===== config.mk =====
export PLATFORM = sky130hd
export DESIGN_NAME = pe_accumulator
export DESIGN_NICKNAME = d
export VERILOG_FILES = /design/src/rtl/pe_accumulator.sv
export SDC_FILE = /design/constraint.sdc
export NUM_CORES = 1
export LEC_CHECK = 0
export CAP_MARGIN = 25
export CORE_ASPECT_RATIO = 2
export CORE_MARGIN = 2
export CORE_UTILIZATION = 47
export DETAILED_ROUTE_END_ITERATION = 16
export HOLD_SLACK_MARGIN = 0.15
export PLACE_DENSITY = 0.89
export SETUP_SLACK_MARGIN = 0.5
export SYNTH_ARGS = -nofsm -noshare
export SYNTH_HDL_FRONTEND = slang
export SYNTH_SLANG_ARGS = --single-unit

===== constraint.sdc =====
create_clock -name clk -period 2.7 [get_ports clk]
set_input_delay 0.405 -clock clk [delete_from_list [all_inputs] [get_ports clk]]
set_output_delay 0.405 -clock clk [all_outputs]
set_load 0.01 [all_outputs]

===== src/rtl/pe_accumulator.sv =====
`default_nettype none
// ============================================================================
// Module   : pe_accumulator
// Summary  : Processing-element tile accumulator. Sums product beats into a
//            saturating/wrapping accumulator and hands the tile result
//            downstream over a valid/ready channel.
// Revision : 1.0
// ============================================================================
module pe_accumulator #(
  parameter int WIDTH_MUL = 32,
  parameter int WIDTH_ACC = 40,
  parameter int CNT_W     = 8,
  parameter int SIGNED    = 0,
  parameter int SATURATE  = 1
) (
  input  logic                 clk,
  input  logic                 rst_n,
  input  logic                 in_valid,
  output logic                 in_ready,
  input  logic [WIDTH_MUL-1:0] in_prod,
  input  logic                 in_last,
  output logic                 out_valid,
  input  logic                 out_ready,
  output logic [WIDTH_ACC-1:0] out_acc,
  output logic [CNT_W-1:0]     out_cnt,
  output logic                 out_ovf
);

  localparam logic [1:0] c_idle = 2'd0;
  localparam logic [1:0] c_acc  = 2'd1;
  localparam logic [1:0] c_hold = 2'd2;

  localparam logic [WIDTH_ACC-1:0] c_acc_ones = {WIDTH_ACC{1'b1}};
  localparam logic [WIDTH_ACC-1:0] c_acc_smax = {1'b0, {(WIDTH_ACC-1){1'b1}}};
  localparam logic [WIDTH_ACC-1:0] c_acc_smin = {1'b1, {(WIDTH_ACC-1){1'b0}}};
  localparam logic [CNT_W-1:0]     c_cnt_max  = {CNT_W{1'b1}};
  localparam logic [CNT_W-1:0]     c_cnt_one  = CNT_W'(1);

  logic [1:0]           state_q, state_d;
  logic                 alive_q;
  logic [WIDTH_ACC-1:0] acc_q, acc_d;
  logic [CNT_W-1:0]     cnt_q, cnt_d;
  logic                 ovf_q, ovf_d;

  logic [WIDTH_ACC-1:0] prod_ext;
  logic [WIDTH_ACC:0]   sum_full;
  logic [WIDTH_ACC-1:0] sum;
  logic                 ovf_unsigned;
  logic                 ovf_signed;
  logic                 add_ovf;
  logic [WIDTH_ACC-1:0] sat_val;
  logic                 accept;

  generate
    if (WIDTH_ACC == WIDTH_MUL) begin : g_ext_same
      assign prod_ext = in_prod;
    end else begin : g_ext_wide
      logic pad;
      assign pad      = (SIGNED != 0) ? in_prod[WIDTH_MUL-1] : 1'b0;
      assign prod_ext = {{(WIDTH_ACC-WIDTH_MUL){pad}}, in_prod};
    end
  endgenerate

  assign accept       = in_valid & in_ready;
  assign sum_full     = {1'b0, acc_q} + {1'b0, prod_ext};
  assign sum          = sum_full[WIDTH_ACC-1:0];
  assign ovf_unsigned = sum_full[WIDTH_ACC];
  assign ovf_signed   = (acc_q[WIDTH_ACC-1] == prod_ext[WIDTH_ACC-1]) &&
                        (sum[WIDTH_ACC-1] != acc_q[WIDTH_ACC-1]);
  assign add_ovf      = (SIGNED != 0) ? ovf_signed : ovf_unsigned;
  // Signed clamp direction follows the operand sign: both operands agree on overflow.
  assign sat_val      = (SIGNED == 0)            ? c_acc_ones :
                        prod_ext[WIDTH_ACC-1]    ? c_acc_smin : c_acc_smax;

  // State register
  always_ff @(posedge clk or negedge rst_n) begin
    if (!rst_n) begin
      state_q <= c_idle;
      alive_q <= 1'b0;
    end else begin
      state_q <= state_d;
      alive_q <= 1'b1;
    end
  end

  // Next-state logic
  always_comb begin
    state_d = state_q;
    case (state_q)
      c_idle, c_acc: begin
        if (accept) state_d = in_last ? c_hold : c_acc;
      end
      c_hold: begin
        if (out_ready) state_d = c_idle;
      end
      default: state_d = c_idle;
    endcase
  end

  // FSM outputs; alive_q keeps in_ready low while reset is held
  always_comb begin
    in_ready  = alive_q && (state_q != c_hold);
    out_valid = (state_q == c_hold);
  end

  always_comb begin
    acc_d = acc_q;
    cnt_d = cnt_q;
    ovf_d = ovf_q;
    if (accept) begin
      if (state_q == c_idle) begin
        acc_d = prod_ext;
        cnt_d = c_cnt_one;
        ovf_d = 1'b0;
      end else begin
        acc_d = ((SATURATE != 0) && add_ovf) ? sat_val : sum;
        ovf_d = ovf_q | add_ovf;
        cnt_d = (cnt_q == c_cnt_max) ? cnt_q : cnt_q + c_cnt_one;
      end
    end
  end

  always_ff @(posedge clk or negedge rst_n) begin
    if (!rst_n) begin
      acc_q <= '0;
      cnt_q <= '0;
      ovf_q <= 1'b0;
    end else begin
      acc_q <= acc_d;
      cnt_q <= cnt_d;
      ovf_q <= ovf_d;
    end
  end

  assign out_acc = acc_q;
  assign out_cnt = cnt_q;
  assign out_ovf = ovf_q;

endmodule
`default_nettype wire


== Word-level counts from Yosys, hierarchy flattened ==
Index checks and enable logic that the tools add are counted.

* Bits in read-only memories: 0
* Bits in registers: 52
* Memories kept: 0
* Memory bits (writable): 0
* Latch bits: 0

* Mux-type cells: 9
* Multipliers: 0
* Div/mod/pow operators: 0
* Add/subtract/negate cells: 2
* Order comparisons: 0
* Bitwise operators: 2
* Reductions and logical operators: 5
* Shifts and indexed selects: 0
* Equality and inequality tests: 7

{| class="wikitable"
|+ Operators by type and width
! kind !! number
|-
| 40-bit 2-to-1 mux || 2
|-
| 40-bit by 32-bit adder with 41-bit output || 1
|-
| 8-bit 2-to-1 mux || 2
|-
| 8-bit by 1-bit adder with 8-bit output, second input constant || 1
|-
| 8-bit equality test, second input constant || 1
|-
| 2-bit 2-to-1 mux || 3
|-
| 2-bit inequality test, second input constant || 3
|-
| 2-bit one-hot mux with 2 select lines || 1
|-
| 2-bit AND reduction || 2
|-
| 2-bit by 1-bit equality test with 1-bit output, second input constant || 1
|-
| 2-bit equality test, second input constant || 1
|-
| 2-bit zero test || 1
|-
| 2-bit by 1-bit inequality test with 1-bit output, second input constant || 1
|-
| 2-bit OR reduction || 1
|-
| 1-bit AND || 1
|-
| 1-bit logical AND || 1
|-
| 1-bit 2-to-1 mux || 1
|-
| 1-bit bitwise OR || 1
|}

== Longest topological paths before layout ==
* Depth in word-level cells: 5
* Mapped depth: 12

== Worst setup path before layout ==
OpenSTA, ideal clock, no wires.

* Path type: reg-to-reg
* From: register acc_q[8], in the netlist out_acc[8]
* To: register acc_q[30], in the netlist out_acc[30]
* Path slack: -0.043 ns
* Path buffers: 1
* Stages on the path, launching flop included: 12
* Period minus slack after synthesis: 2.743 ns
* Setup time: 0.132 ns
* Arrival: 2.611 ns
* Cells stage by stage: dfrtp_1 ha_1 buf_4 nand2_1 or4_1 a31oi_1 o211ai_1 a21o_1 nand2_1 mux2_2 o32ai_1 o21ai_1

* Cells in the longest elaborated chain, start to end: 3

{| class="wikitable"
|+ RTL lines
! item !! line !! source
|-
| from (decl) || 41 || <nowiki>logic [WIDTH_ACC-1:0] acc_q, acc_d;</nowiki>
|-
| from (signal assigned) || 125 || <nowiki>acc_q <= '0;</nowiki>
|-
| from (signal assigned) || 129 || <nowiki>acc_q <= acc_d;</nowiki>
|-
| 40-bit by 32-bit adder with 41-bit output || 65 || <nowiki>assign sum_full = {1'b0, acc_q} + {1'b0, prod_ext};</nowiki>
|-
| 40-bit 2-to-1 mux || 116 || <nowiki>acc_d = ((SATURATE != 0) && add_ovf) ? sat_val : sum;</nowiki>
|-
| 40-bit 2-to-1 mux || 111 || <nowiki>if (state_q == c_idle) begin</nowiki>
|}

No other way between the ends.
A chain may end at the register's enable or synchronous reset.

== Final worst setup path ==
* From: register acc_q[0], in the netlist out_acc[0]
* To: register acc_q[5], in the netlist out_acc[5]

Same word-level chain as after synthesis.

==> run summary <==
status: complete, but fails checks
failing checks: setup timing
hold slack: 0.166 ns
Avg Inst Size Synth: 8.65 um^2
Critical Path End Type: flop
Total Power: 6.92 mW
time the worst path needs with I/O delays and setup: 2.86 ns
Clk network pwr share: 10.0%
total number of vias: 4594
CP Cell Sequence: ha_2 -> fa_2 -> a21o_1 -> nand3_2 -> a31oi_4 -> o211ai_1 -> a21o_1 -> a21o_1 -> nand3_4 -> buf_8 -> o22ai_1 -> o21ai_1
clk sink count: 52
worst-case clock buffer depth: 2
drt pass-1 iters: 5
antenna cells: 0
register area share after synthesis: 32.2%
global-route wire length before repair: 22.9 mm
Post-synth top flop: dfrtp_1
Sequential Power Share: 19.0%
Top-Level Pins: 88
Yosys reg bits: 52
routed length per placed instance: 20.0 um
Design Area, Final: 6490 um^2
vias in the first global route: 5005
CP max FO: 6
synth warn: 0
fillers: 458
max_slew headroom: 43.1%
VDD IR max: 0.000669 V
switch share: 43.6%
Leakage: 2.82 nW
number of synthesized flops with an enable pin: 0
delay-heaviest family, CP: compound AO/OA/AOI/OAI gates
Placed Cells: 714
Die ar.: 9400 um^2
DIE WIDTH: 69.6 um
Tcrit/Tclk final: 106%
Worst path slowest cell: dfrtp_1
Slew Viols, Final: 0
Post-Place Setup Slack: -0.582 ns
Nets: 709
gr usage total: 30.5%
Worst Path Buf+Inv: 1
Worst-Skew Late Latency: 0.31 ns
Synth cell types: 60
CTS tree: done
reg2reg setup slack: -0.16 ns
Post-Route WL: 14.8 mm
antenna violations before repair: 0
Pint: 3.91 mW
FF-to-FF Start: out_acc[0]$_DFFE_PN0P_
Final Util: 78.3%
Root Driver: clkbuf_16
Routed Antenna Nets: 0
Clock transition at path regs: 0.08 ns
Worst setup SP type: flop
core area: 8290 um^2
CTS Buf Count: 5
final worst slack: -0.161 ns
slowest stage delay, CP: 0.39 ns
Worst setup startpoint: out_acc[0]$_DFFE_PN0P_
kind of critical path: flop to flop
share of cells above drive strength 1: 33.3%
fin cells: 737
row cnt: 47
DRT iter0 DRCs: 417
Starting Density: 48.7%
largest net degree at the start of global routing: 43
Most common cell on crit path: a21o_1
combinational power share: 71.0%
routed vias/inst: 6.23
clock skew: 0.00594 ns
Hold Fails Final Rpt: 0
Synthesized Nets: 538
synth-to-layout area growth: 60.7%
Critical Path AT: 3.04 ns
DR DRC count: 0
IO Port Bufs: 87
FMAX: 0.350 GHz
Post-DP HPWL: 9.54 mm
hold_buf cts: 0
Setup TNS Final: -4.30 ns
CTS H-tree lvls: 2
total power per unit cell area: 1070 nW/um^2
P_sw: 3.02 mW
cell area after placement: 5620 um^2
GPL Wtd Cong: 0.903
synthesized area: 4040 um^2
total grt overflow: 0
Final setup viols: 41
worst path required time: 2.88 ns
Vert. Die Dim: 135 um
Hold Path Class: input pin to async pin
Worst-Margin Slew: 0.853 ns
FFs w/ async S/R, synth: 100%
max capacitance violation total: 0
Synth Instances: 467
setup repair after global routing missed its margin: true
[kinds of logic after synthesis]
family | share of synthesized area, %
compound gates | 29.4
xor+xnor | 7.15
fa+ha+maj | 10.7
buf+inv | 3.03
flops | 32.2
mux | 0.526
other cells | 0.0928
simple gates | 16.9
[registers in the layout, indices dropped and copies added, names as in the netlist]
register / flops
alive_q: 1
out_acc: 40
out_cnt: 8
out_ovf: 1
state_q: 2
[cell type report]
class | count | area (um^2) | area share [%]
clock inverter | 2 | 13.8 | 0.212
inverter | 5 | 18.8 | 0.289
sequential | 52 | 1300 | 20.0
clock buffer | 6 | 139 | 2.14
tap | 98 | 123 | 1.89
timing repair buffer | 186 | 1640 | 25.2
multi-input combinational | 388 | 3260 | 50.2
[layer usage]
| layer | routed length [um] | share of wire (%) | vias to the layer above | GRT usage, % |
|---|---|---|---|---|
| li1 | - | - | 2075 | - |
| met1 | 5090 | 34 | 2275 | 28.4 |
| met2 | 8310 | 56 | 183 | 59.8 |
| met3 | 717 | 4.9 | 61 | 5.73 |
| met4 | 640 | 4.3 | 0 | 17.4 |
| met5 | 0 | 0 | - | 0 |
[final timing paths]
path / depth (start not counted) / to
hold / removal: 1 / out_acc[38]$_DFFE_PN0P_
min in group clk: 1 / state_q[0]$_DFFE_PN0P_
hold reg to reg: 1 / state_q[0]$_DFFE_PN0P_
max in group asynchronous: 2 / out_acc[12]$_DFFE_PN0P_
setup / recovery: 12 / out_acc[5]$_DFFE_PN0P_
setup reg to reg: 12 / out_acc[5]$_DFFE_PN0P_
[cell usage after synthesis, drive strengths merged, types with 4 or more instances]
master / number / area (um^2)
nor2b: 6 / 37.5
xor2: 20 / 175
a31oi: 10 / 62.6
dfrtp: 52 / 1300
and2: 6 / 37.5
o21ai: 54 / 282
ha: 33 / 413
a21o: 15 / 113
xnor2: 13 / 114
nor3: 4 / 20.0
buf: 8 / 50.1
and3: 11 / 68.8
a211oi: 10 / 90.1
nor2: 23 / 86.3
nand3: 8 / 50.1
o22ai: 27 / 169
clkbuf: 14 / 53.8
nand2: 59 / 221
nand4: 7 / 58.8
a21oi: 41 / 209
inv: 5 / 18.8
[placed cells by master, fill, tap and decap left out, drive strengths merged, types with 4 or more instances in the layout]
| master | instances |
|---|---|
| buf | 100 |
| clkdlybuf4s50 | 64 |
| nand2 | 59 |
| o21ai | 54 |
| dfrtp | 52 |
| a21oi | 41 |
| ha | 33 |
| o22ai | 27 |
| nor2 | 23 |
| dlygate4sd2 | 22 |
| xor2 | 20 |
| a21o | 15 |
| xnor2 | 13 |
| and3 | 11 |
| a31oi | 10 |
| a211oi | 10 |
| nand3 | 8 |
| nand4 | 7 |
| nor2b | 6 |
| inv | 6 |
| and2 | 6 |
| clkbuf | 6 |
| nor3 | 4 |
[timing repair]
action	in CTS	in global routing
gates resized for setup	91	33
pin swaps	54	36
setup buffers	5	8
gates cloned	2	0
setup endpoints to repair	41	41
[power groups by stage]
stage / combinational (mW) / clock, mW / sequential, mW
after floorplan: 2.20 / 0 / 1.33
after global placement: 3.82 / 0 / 1.25
after detailed placement: 3.93 / 0 / 1.26
after CTS: 4.47 / 0.702 / 1.29
after global routing: 5.22 / 0.730 / 1.34
final: 4.92 / 0.695 / 1.31
(Power assumes the default switching activity.)
